`config.mk`:
```
export PLATFORM = sky130hd
export DESIGN_NAME = alu_mult_seq_flat
export DESIGN_NICKNAME = d
export VERILOG_FILES = /design/src/rtl/alu_pkg.sv /design/src/rtl/alu_mult_seq_if.sv /design/src/rtl/alu_mult_seq.sv /design/src/flat_wrapper.sv
export SDC_FILE = /design/constraint.sdc
export NUM_CORES = 1
export LEC_CHECK = 0
export CAP_MARGIN = 20
export CORE_ASPECT_RATIO = 0.7
export CORE_UTILIZATION = 48
export DETAILED_ROUTE_END_ITERATION = 16
export PLACE_DENSITY = 0.81
export SYNTH_ARGS = -nofsm -noshare
export SYNTH_HDL_FRONTEND = slang
export SYNTH_SLANG_ARGS = --single-unit
```
`constraint.sdc`:
```
create_clock -name clk -period 3.5 [get_ports clk]
set_clock_uncertainty 0.2 [all_clocks]
set_input_delay 0.35 -clock clk [delete_from_list [all_inputs] [get_ports clk]]
set_output_delay 0.35 -clock clk [all_outputs]
set_load 0.005 [all_outputs]
```
`src/rtl/alu_pkg.sv`:
```
// Shared ALU definitions used by the multiply sequencer and its parent.
//   OP_*      : 3-bit ALU operation selects (logic group has bit 2 set)
//   SH_SLL    : shift-left-logical sub-op; the ALU shift op is {1'b0, SH_*}
//   MULT_W    : operand/result width of the shared ALU
//   mult_state_t : multiply sequencer state encoding
package alu_pkg;

  localparam int MULT_W = 16;

  localparam logic [2:0] OP_ADD = 3'b100;
  localparam logic [2:0] OP_OR  = 3'b101;
  localparam logic [2:0] OP_XOR = 3'b110;
  localparam logic [2:0] OP_AND = 3'b111;

  localparam logic [1:0] SH_SLL = 2'b01;

  typedef enum logic [1:0] {
    ST_IDLE  = 2'b00,
    ST_ADD   = 2'b01,
    ST_SHIFT = 2'b10,
    ST_DONE  = 2'b11
  } mult_state_t;

endpackage

```
`src/rtl/alu_mult_seq_if.sv`:
```
// Request/response bundle of the multiply sequencer.
//   req_valid/req_ready : request handshake, accepted when both are high
//   mcand/mplier        : operands, sampled on accept
//   done                : one-cycle pulse, result/ofl valid
//   result/ofl          : low half of the product and overflow flag
// master = requester side, slave = the sequencer.
interface alu_mult_seq_if;
  import alu_pkg::*;

  logic              req_valid;
  logic              req_ready;
  logic [MULT_W-1:0] mcand;
  logic [MULT_W-1:0] mplier;
  logic              done;
  logic [MULT_W-1:0] result;
  logic              ofl;

  modport master (
    output req_valid, mcand, mplier,
    input  req_ready, done, result, ofl
  );

  modport slave (
    input  req_valid, mcand, mplier,
    output req_ready, done, result, ofl
  );

endinterface

```
`src/rtl/alu_mult_seq.sv`:
```
// Multi-cycle unsigned 16x16->16 multiply controller that borrows the
// execute-stage ALU. Each iteration issues an ALU ADD (acc += bit ? mc : 0)
// followed by an ALU shift-left of the multiplicand; the multiplier is
// shifted right locally. The ALU itself lives in the parent, which muxes
// alu_* onto the ALU ports while req_ready is low.
//
// Ports:
//   clk, rst_n            : clock, asynchronous active-low reset
//   req (slave modport)   : request handshake, operands, done/result/ofl
//   alu_a, alu_b, alu_op  : ALU operand/op drive (idle drive = ADD 0+0)
//   alu_cin/inva/invb/sign: tied low (plain unsigned add, ofl = carry-out)
//   alu_out, alu_ofl      : same-cycle ALU result and carry flag
//
// Build option: MULT_EARLY_TERM_EN skips ADD for zero multiplier bits and
// stops once the remaining multiplier is zero; without it every operation
// runs all 16 ADD/SHIFT pairs and done arrives in cycle 33 after accept.
module alu_mult_seq
  import alu_pkg::*;
#(
  parameter int WIDTH = 16,
  parameter int CNT_W = 5
) (
  input  logic             clk,
  input  logic             rst_n,
  alu_mult_seq_if.slave    req,
  output logic [WIDTH-1:0] alu_a,
  output logic [WIDTH-1:0] alu_b,
  output logic             alu_cin,
  output logic [2:0]       alu_op,
  output logic             alu_inva,
  output logic             alu_invb,
  output logic             alu_sign,
  input  logic [WIDTH-1:0] alu_out,
  input  logic             alu_ofl
);

  mult_state_t      state_r, state_nxt_s;
  logic [WIDTH-1:0] acc_r, acc_nxt_s;
  logic [WIDTH-1:0] mc_r, mc_nxt_s;
  logic [WIDTH-1:0] mp_r, mp_nxt_s;
  logic [CNT_W-1:0] cnt_r, cnt_nxt_s;
  logic             ofl_r, ofl_nxt_s;
  logic             ready_r, done_r, ofl_out_r;
  logic [WIDTH-1:0] result_r;

  logic [WIDTH-1:0] mp_shr_s;
  logic [CNT_W-1:0] cnt_inc_s;
  logic             last_iter_s;
  logic             term_s;
  logic             shift_lost_s;

  assign mp_shr_s    = mp_r >> 1;
  assign cnt_inc_s   = cnt_r + CNT_W'(1);
  assign last_iter_s = (cnt_inc_s == CNT_W'(WIDTH));
  // A set bit shifted out of mc is lost product weight only if a later
  // multiplier bit would still have added it in.
  assign shift_lost_s = mc_r[WIDTH-1] & (|mp_shr_s);

`ifdef MULT_EARLY_TERM_EN
  assign term_s = last_iter_s | (mp_shr_s == '0);
`else
  assign term_s = last_iter_s;
`endif

  // Next-state, datapath update and ALU drive for the current state.
  always_comb begin
    state_nxt_s = state_r;
    acc_nxt_s   = acc_r;
    mc_nxt_s    = mc_r;
    mp_nxt_s    = mp_r;
    cnt_nxt_s   = cnt_r;
    ofl_nxt_s   = ofl_r;
    alu_op      = OP_ADD;
    alu_a       = '0;
    alu_b       = '0;
    case (state_r)
      ST_IDLE: begin
        if (req.req_valid) begin
          mc_nxt_s  = req.mcand;
          mp_nxt_s  = req.mplier;
          acc_nxt_s = '0;
          cnt_nxt_s = '0;
          ofl_nxt_s = 1'b0;
`ifdef MULT_EARLY_TERM_EN
          if (req.mplier == '0) begin
            state_nxt_s = ST_DONE;
          end else if (req.mplier[0]) begin
            state_nxt_s = ST_ADD;
          end else begin
            state_nxt_s = ST_SHIFT;
          end
`else
          state_nxt_s = ST_ADD;
`endif
        end else begin
          state_nxt_s = ST_IDLE;
        end
      end
      ST_ADD: begin
        alu_a       = acc_r;
        alu_b       = mp_r[0] ? mc_r : '0;
        acc_nxt_s   = alu_out;
        ofl_nxt_s   = ofl_r | alu_ofl;
        state_nxt_s = ST_SHIFT;
      end
      ST_SHIFT: begin
        alu_op    = {1'b0, SH_SLL};
        alu_a     = mc_r;
        alu_b     = WIDTH'(1);
        mc_nxt_s  = alu_out;
        mp_nxt_s  = mp_shr_s;
        cnt_nxt_s = cnt_inc_s;
        ofl_nxt_s = ofl_r | shift_lost_s;
        if (term_s) begin
          state_nxt_s = ST_DONE;
        end else begin
`ifdef MULT_EARLY_TERM_EN
          state_nxt_s = mp_shr_s[0] ? ST_ADD : ST_SHIFT;
`else
          state_nxt_s = ST_ADD;
`endif
        end
      end
      ST_DONE: begin
        state_nxt_s = ST_IDLE;
      end
      default: begin
        state_nxt_s = ST_IDLE;
      end
    endcase
  end

  // State and working registers.
  always_ff @(posedge clk or negedge rst_n) begin
    if (!rst_n) begin
      state_r <= ST_IDLE;
      acc_r   <= '0;
      mc_r    <= '0;
      mp_r    <= '0;
      cnt_r   <= '0;
      ofl_r   <= 1'b0;
    end else begin
      state_r <= state_nxt_s;
      acc_r   <= acc_nxt_s;
      mc_r    <= mc_nxt_s;
      mp_r    <= mp_nxt_s;
      cnt_r   <= cnt_nxt_s;
      ofl_r   <= ofl_nxt_s;
    end
  end

  // Registered handshake/result outputs. The result is captured on entry
  // to DONE so it is already valid in the cycle done is high; acc and the
  // sticky flag are final by then because DONE is only entered from
  // accept (mplier == 0) or after a SHIFT, neither of which changes acc.
  always_ff @(posedge clk or negedge rst_n) begin
    if (!rst_n) begin
      ready_r   <= 1'b1;
      done_r    <= 1'b0;
      result_r  <= '0;
      ofl_out_r <= 1'b0;
    end else begin
      ready_r <= (state_nxt_s == ST_IDLE);
      done_r  <= (state_nxt_s == ST_DONE);
      if (state_nxt_s == ST_DONE) begin
        result_r  <= acc_nxt_s;
        ofl_out_r <= ofl_nxt_s;
      end else begin
        result_r  <= result_r;
        ofl_out_r <= ofl_out_r;
      end
    end
  end

  assign req.req_ready = ready_r;
  assign req.done      = done_r;
  assign req.result    = result_r;
  assign req.ofl       = ofl_out_r;

  assign alu_cin  = 1'b0;
  assign alu_inva = 1'b0;
  assign alu_invb = 1'b0;
  assign alu_sign = 1'b0;

endmodule

```
`src/flat_wrapper.sv`:
```
// flat-port wrapper written by rule: the top's interface ports become plain ports
module alu_mult_seq_flat import alu_pkg::*;
#(
  parameter int WIDTH = 16,
  parameter int CNT_W = 5
)
  (clk, rst_n, alu_a, alu_b, alu_cin, alu_op, alu_inva, alu_invb, alu_sign, alu_out, alu_ofl, req_req_valid, req_mcand, req_mplier, req_req_ready, req_done, req_result, req_ofl);
  alu_mult_seq_if req_i ();
  input  logic clk;
  input  logic rst_n;
  output logic [WIDTH-1:0] alu_a;
  output logic [WIDTH-1:0] alu_b;
  output logic alu_cin;
  output logic [2:0] alu_op;
  output logic alu_inva;
  output logic alu_invb;
  output logic alu_sign;
  input  logic [WIDTH-1:0] alu_out;
  input  logic alu_ofl;
  input wire logic [$bits(req_i.req_valid)-1:0] req_req_valid;
  input wire logic [$bits(req_i.mcand)-1:0] req_mcand;
  input wire logic [$bits(req_i.mplier)-1:0] req_mplier;
  output wire logic [$bits(req_i.req_ready)-1:0] req_req_ready;
  output wire logic [$bits(req_i.done)-1:0] req_done;
  output wire logic [$bits(req_i.result)-1:0] req_result;
  output wire logic [$bits(req_i.ofl)-1:0] req_ofl;
  assign req_i.req_valid = req_req_valid;
  assign req_i.mcand = req_mcand;
  assign req_i.mplier = req_mplier;
  assign req_req_ready = req_i.req_ready;
  assign req_done = req_i.done;
  assign req_result = req_i.result;
  assign req_ofl = req_i.ofl;
  alu_mult_seq #(.WIDTH(WIDTH), .CNT_W(CNT_W)) u_core (.clk(clk), .rst_n(rst_n), .req(req_i), .alu_a(alu_a), .alu_b(alu_b), .alu_cin(alu_cin), .alu_op(alu_op), .alu_inva(alu_inva), .alu_invb(alu_invb), .alu_sign(alu_sign), .alu_out(alu_out), .alu_ofl(alu_ofl));
endmodule
```
Word-level counts from Yosys, hierarchy flattened
Cells that the tools add are included.

Input port bits: 52. Logic and storage cells: 42. Bits in registers: 75.

Bitwise logic cells: 3. Reduce and logical (&&, ||, !) cells: 5. Add/subtract/negate cells: 1. Mux-type cells: 17. Equality and inequality tests: 6.

Operators by type and width (number): case mux 16 bit (2 select lines) (5); 2-to-1 mux 16 bit (4); OR reduction 15 bit (1); case mux 5 bit (2 select lines) (1); case mux 2 bit (4 select lines) (1); equality test 2 bit (second input constant) (3); adder 5 x 1 -> 5 bit (second input constant) (1); equality test 5 bit (second input constant) (1); 2-to-1 mux 5 bit (1); logical NOT 2 bit (2); 2-to-1 mux 3 bit (1); case mux 1 bit (3 select lines) (1); equality test 2 x 1 -> 1 bit (second input constant) (1); 2-to-1 mux 1 bit (2); 2-to-1 mux 2 bit (1); != test 2 bit (second input constant) (1); OR 1 bit (2); AND reduction 2 bit (1); nonzero test 2 bit (1); bitwise AND 1 bit (1).

Depth between registers and ports, before layout
Depth after elaboration: 5. Gate-level depth with buffers: 8.

Worst setup path after synthesis
No wires, ideal clock.

Kind: register to register. From: register u_core.state_r[0]. To: register u_core.result_r[10], in the netlist u_core.req.result[10]. Required time: 3175 ps. Library setup time: 125 ps. Stages on the path, launching flop included: 9. Path slack: 1271 ps. Data arrival time: 1904 ps. Path through: dfrtp_1 inv_1 ha_1 buf_6 mux2i_2 inv_1 a31oi_4 buf_6 mux2_4.

Longest elaborated chain between the ends: 3. Elaborated cells between the ends (all ways): 7.

Ends and longest elaborated chain: start, declared (RTL line alu_mult_seq.sv:37) `mult_state_t state_r, state_nxt_s;`; start signal, assigned (RTL line alu_mult_seq.sv:143) `state_r <= state_nxt_s;`; equality test 2 bit, or another cell as far along (RTL line alu_mult_seq.sv:76) `case (state_r)`; case mux 2 bit (4 select lines) * (RTL line alu_mult_seq.sv:76); net u_core.state_nxt_s[0] (RTL line alu_mult_seq.sv:37); equality test 2 bit * (RTL line alu_mult_seq.sv:165) `if (state_nxt_s == ST_DONE) begin`; end signal, assigned (RTL line alu_mult_seq.sv:166) `result_r <= acc_nxt_s;`; end signal, assigned (RTL line alu_mult_seq.sv:169) `result_r <= result_r;`; end, declared (RTL line alu_mult_seq.sv:44) `logic [WIDTH-1:0] result_r;`.

The timed path passes the listed nets; every way through them passes the cells marked *. A chain may end at the register's enable or synchronous reset.

Worst setup path after layout
From: register u_core.state_r[0]. To: output alu_a[2].

Longest elaborated chain between the ends: 2. Elaborated cells between the ends (all ways): 3.

Ends and longest elaborated chain: equality test 2 bit or equality test 2 x 1 -> 1 bit (tied branches) (RTL line alu_mult_seq.sv:76); case mux 16 bit (2 select lines) * (RTL line alu_mult_seq.sv:76); end, declared (RTL line flat_wrapper.sv:11) `output logic [WIDTH-1:0] alu_a;`.

Every way passes the cells marked *; elsewhere a longest branch is shown, timed or not.

==> insert_results.sql <==
INSERT INTO impl_metrics (metric_group, metric, value, unit) VALUES
('outcome', 'outcome', 'finished, final reports clean', ''),
('cells_and_area', 'antenna_cells', '0', ''),
('cts', 'clk_root_buffer_cell', 'sky130_fd_sc_hd__clkbuf_8', ''),
('logic_synthesis', 'synth_cell_types', '39', ''),
('hold_path', 'worstHoldPathType', 'reg -> reg', ''),
('die', 'die_width', '107', 'um'),
('grt', 'first_global_vias', '2841', ''),
('cells_and_area', 'final_design_area_no_fill', '5000', 'um^2'),
('setup_path', 'reg2reg_slack', '670', 'ps'),
('route', 'route.final.wire_length', '9300', 'um'),
('cells_and_area', 'drive_above_1_share', '11.5', '%'),
('timing', 'max_clock_freq', '316', 'MHz'),
('logic_synthesis', 'synth_sequential_area_ratio', '50.5', '%'),
('route', 'drt_first_pass_iters', '4', ''),
('route', 'post_drt_via_cell_ratio', '5.50', ''),
('logic_synthesis', 'synthFlopType', 'sky130_fd_sc_hd__dfrtp_1', ''),
('die', 'io_pins', '110', ''),
('logic_synthesis', 'yosys.area.top_type_share', '49.8', '%'),
('cts', 'cts.clk_slew.worst_paths', '80', 'ps'),
('cts', 'clock_tree.buffer_depth', '2', ''),
('place', 'port_buffers', '104', ''),
('logic_synthesis', 'synth-async-reset-ratio', '100', '%'),
('power', 'total_power_divided_by_cell_area', '830', 'nW/um^2'),
('setup_path', 'timing.critical_path.to_type', 'primary output', ''),
('logic_synthesis', 'yosysMostFrequentCell', 'sky130_fd_sc_hd__dfrtp_1', ''),
('cells_and_area', 'register_area', '1880', 'um^2'),
('grt', 'grt_remaining_overflow', '0', ''),
('route', 'detail_route.iter0.violations', '154', ''),
('run', 'max_cap_violations', '0', ''),
('logic_synthesis', 'ys_seq_elements', '75', ''),
('setup_path', 'cpPeakStageDelay', '640', 'ps'),
('place', 'routabilityCongestion', '0.819', ''),
('setup_path', 'crit_slowest_cell', 'sky130_fd_sc_hd__and2_1', ''),
('logic_synthesis', 'most_frequent_cells_after_synthesis', 'sky130_fd_sc_hd__dfrtp_1, sky130_fd_sc_hd__nand2_1, sky130_fd_sc_hd__o21ai_0, sky130_fd_sc_hd__mux2i_1, sky130_fd_sc_hd__a22o_1', ''),
('logic_synthesis', 'ys.warnings.count', '0', ''),
('setup_path', 'crit_path_max_fanout', '17', ''),
('power', 'power.static_leakage', '2.23', 'nW'),
('cts', 'htree_levels', '3', ''),
('place', 'dp.final_hpwl', '6200', 'um'),
('cts', 'clk-insertion-delay-late', '350', 'ps'),
('logic_synthesis', 'synthesis.area_per_instance', '11.1', 'um^2'),
('power', 'total_power', '4.15', 'mW'),
('setup_path', 'timing.critical_path.from_type', 'register', ''),
('grt', 'grt_util_met3', '7.87', '%'),
('die', 'fp.dieArea', '8110', 'um^2'),
('place', 'place_ws', '654', 'ps'),
('logic_synthesis', 'postSynthCellCount', '335', ''),
('die', 'chipHeight', '75.7', 'um'),
('die', 'start_util', '50.4', '%'),
('timing', 'worst_slew_margin_rel', '38.8', '%'),
('grt', 'global_route_wire_length_before_repair', '14400', 'um'),
('grt', 'antenna_found_initial', '0', ''),
('logic_synthesis', 'synth.area.top_cells', 'sky130_fd_sc_hd__dfrtp_1, sky130_fd_sc_hd__mux2i_1, sky130_fd_sc_hd__a22o_1, sky130_fd_sc_hd__o21ai_0, sky130_fd_sc_hd__nand2_1', ''),
('timing', 'timing_hold_violations_final', '0', ''),
('route', 'drt.antenna.violating_nets', '0', ''),
('cells_and_area', 'syn2layout_area_growth', '34.4', '%'),
('place', 'dp_cells', '517', ''),
('cells_and_area', 'multi_input_gate_area', '1690', 'um^2'),
('logic_synthesis', 'yosysTopAreaCell', 'sky130_fd_sc_hd__dfrtp_1', ''),
('setup_path', 'critical_path_class', 'reg -> out', ''),
('setup_path', 'crit_cells', '5', ''),
('timing', 'fin_ws', '333', 'ps'),
('cells_and_area', 'post_layout_nonfiller_instances', '533', ''),
('cts', 'cts-resized-gates', '0', ''),
('grt', 'groute.layer.met1.usage', '32.1', '%'),
('setup_path', 'critical_path.top_delay_family', 'simple AND/OR/NAND/NOR gates', ''),
('setup_path', 'critPathRequiredTime', '2950', 'ps'),
('setup_path', 'critPathArrivalTime', '2620', 'ps'),
('timing', 'final.period_utilization', '90.5', '%'),
('route', 'vias', '2929', ''),
('grt', 'grt_start_max_net_pins', '76', '');
tightest hold or removal path: cells and delay by family, from the launching register on:
family | cells | cell delay (ps)
and+or+nand+nor | 1 | 50
DFF | 1 | 360
AOI/OAI and AO/OA | 1 | 60
metrics by stage:
stage               util, %  hold WS, ps
detailed placement     65.0          287
floorplan                 -         -146
global route           67.7          338
CTS                    67.7          304
finish                 67.7          303
global placement       65.0          280
registers in the layout (all words and copies together) (netlist names):
register / count
u_core.mp_r: 16
u_core.mc_r: 16
u_core.state_r: 2
u_core.req.done: 1
u_core.acc_r: 16
u_core.req.ofl: 1
u_core.req.result: 16
u_core.req.req_ready: 1
u_core.cnt_r: 5
u_core.ofl_r: 1
report_power, final:
part,switching [mW],internal [mW]
Combinational,0.913,0.984
Sequential,0.340,1.26
Clock,0.312,0.342
cell families (layout without fill, tap and decap cells):
group | count (synthesis) | count (layout) | share of synthesized area (%)
and+or+nand+nor | 81 | 81 | 10.5
DFF | 75 | 75 | 50.5
buffers and inverters | 36 | 132 | 4.98
AOI/OAI and AO/OA | 82 | 82 | 15.6
adders and majority gates | 6 | 6 | 2.02
muxes | 52 | 52 | 15.9
other | 1 | 5 | 0.101
xor gates and xnor gates | 2 | 2 | 0.471
worst paths after layout:
kind / from / end
setup / recovery: u_core.state_r[0]$_DFF_PN0_ / alu_a[2]
hold / removal: u_core.mc_r[7]$_DFFE_PN0P_ / u_core.mc_r[7]$_DFFE_PN0P_
hold reg to reg: u_core.mc_r[7]$_DFFE_PN0P_ / u_core.mc_r[7]$_DFFE_PN0P_
max in group asynchronous: rst_n / u_core.req.result[11]$_DFFE_PN0N_
min in group asynchronous: rst_n / u_core.mc_r[14]$_DFFE_PN0P_
setup reg to reg: u_core.state_r[0]$_DFF_PN0_ / u_core.req.result[1]$_DFFE_PN0N_
metal layers:
layer,wire length [um],up-vias,part of all wire [%]
met5,0,-,0
met4,119,0,1.3
met3,671,14,7.2
met2,4190,109,45
met1,4310,1417,46
li1,-,1389,-
layout make-up:
type	instances	area share, %
clock inverters	5	1.08
repair buffers	112	22.0
flip-flops and latches	75	37.6
well taps	98	2.45
multi-input cells	228	33.8
inverters	5	0.375
clock buffers	10	2.75
layout by cell type (no fill, tap or decap), drive strengths merged, types with 2 or more instances in the layout:
master         synthesis  layout
inv                    5       5
and3                  16      16
mux2                  17      17
conb                   1       5
nand2                 42      42
a22o                  32      32
nor2                   4       4
a31o                   3       3
o21ai                 37      37
nor3                   3       3
nor4                   3       3
nand3                  2       2
clkdlybuf4s50          0     103
clkbuf                16      10
nor2b                  2       2
and2                   2       2
a21oi                  4       4
nand2b                 3       3
ha                     6       6
buf                   15       8
dfrtp                 74      74
clkinv                 0       4
mux2i                 35      35
No activity file was read; power rests on OpenSTA's default activity.
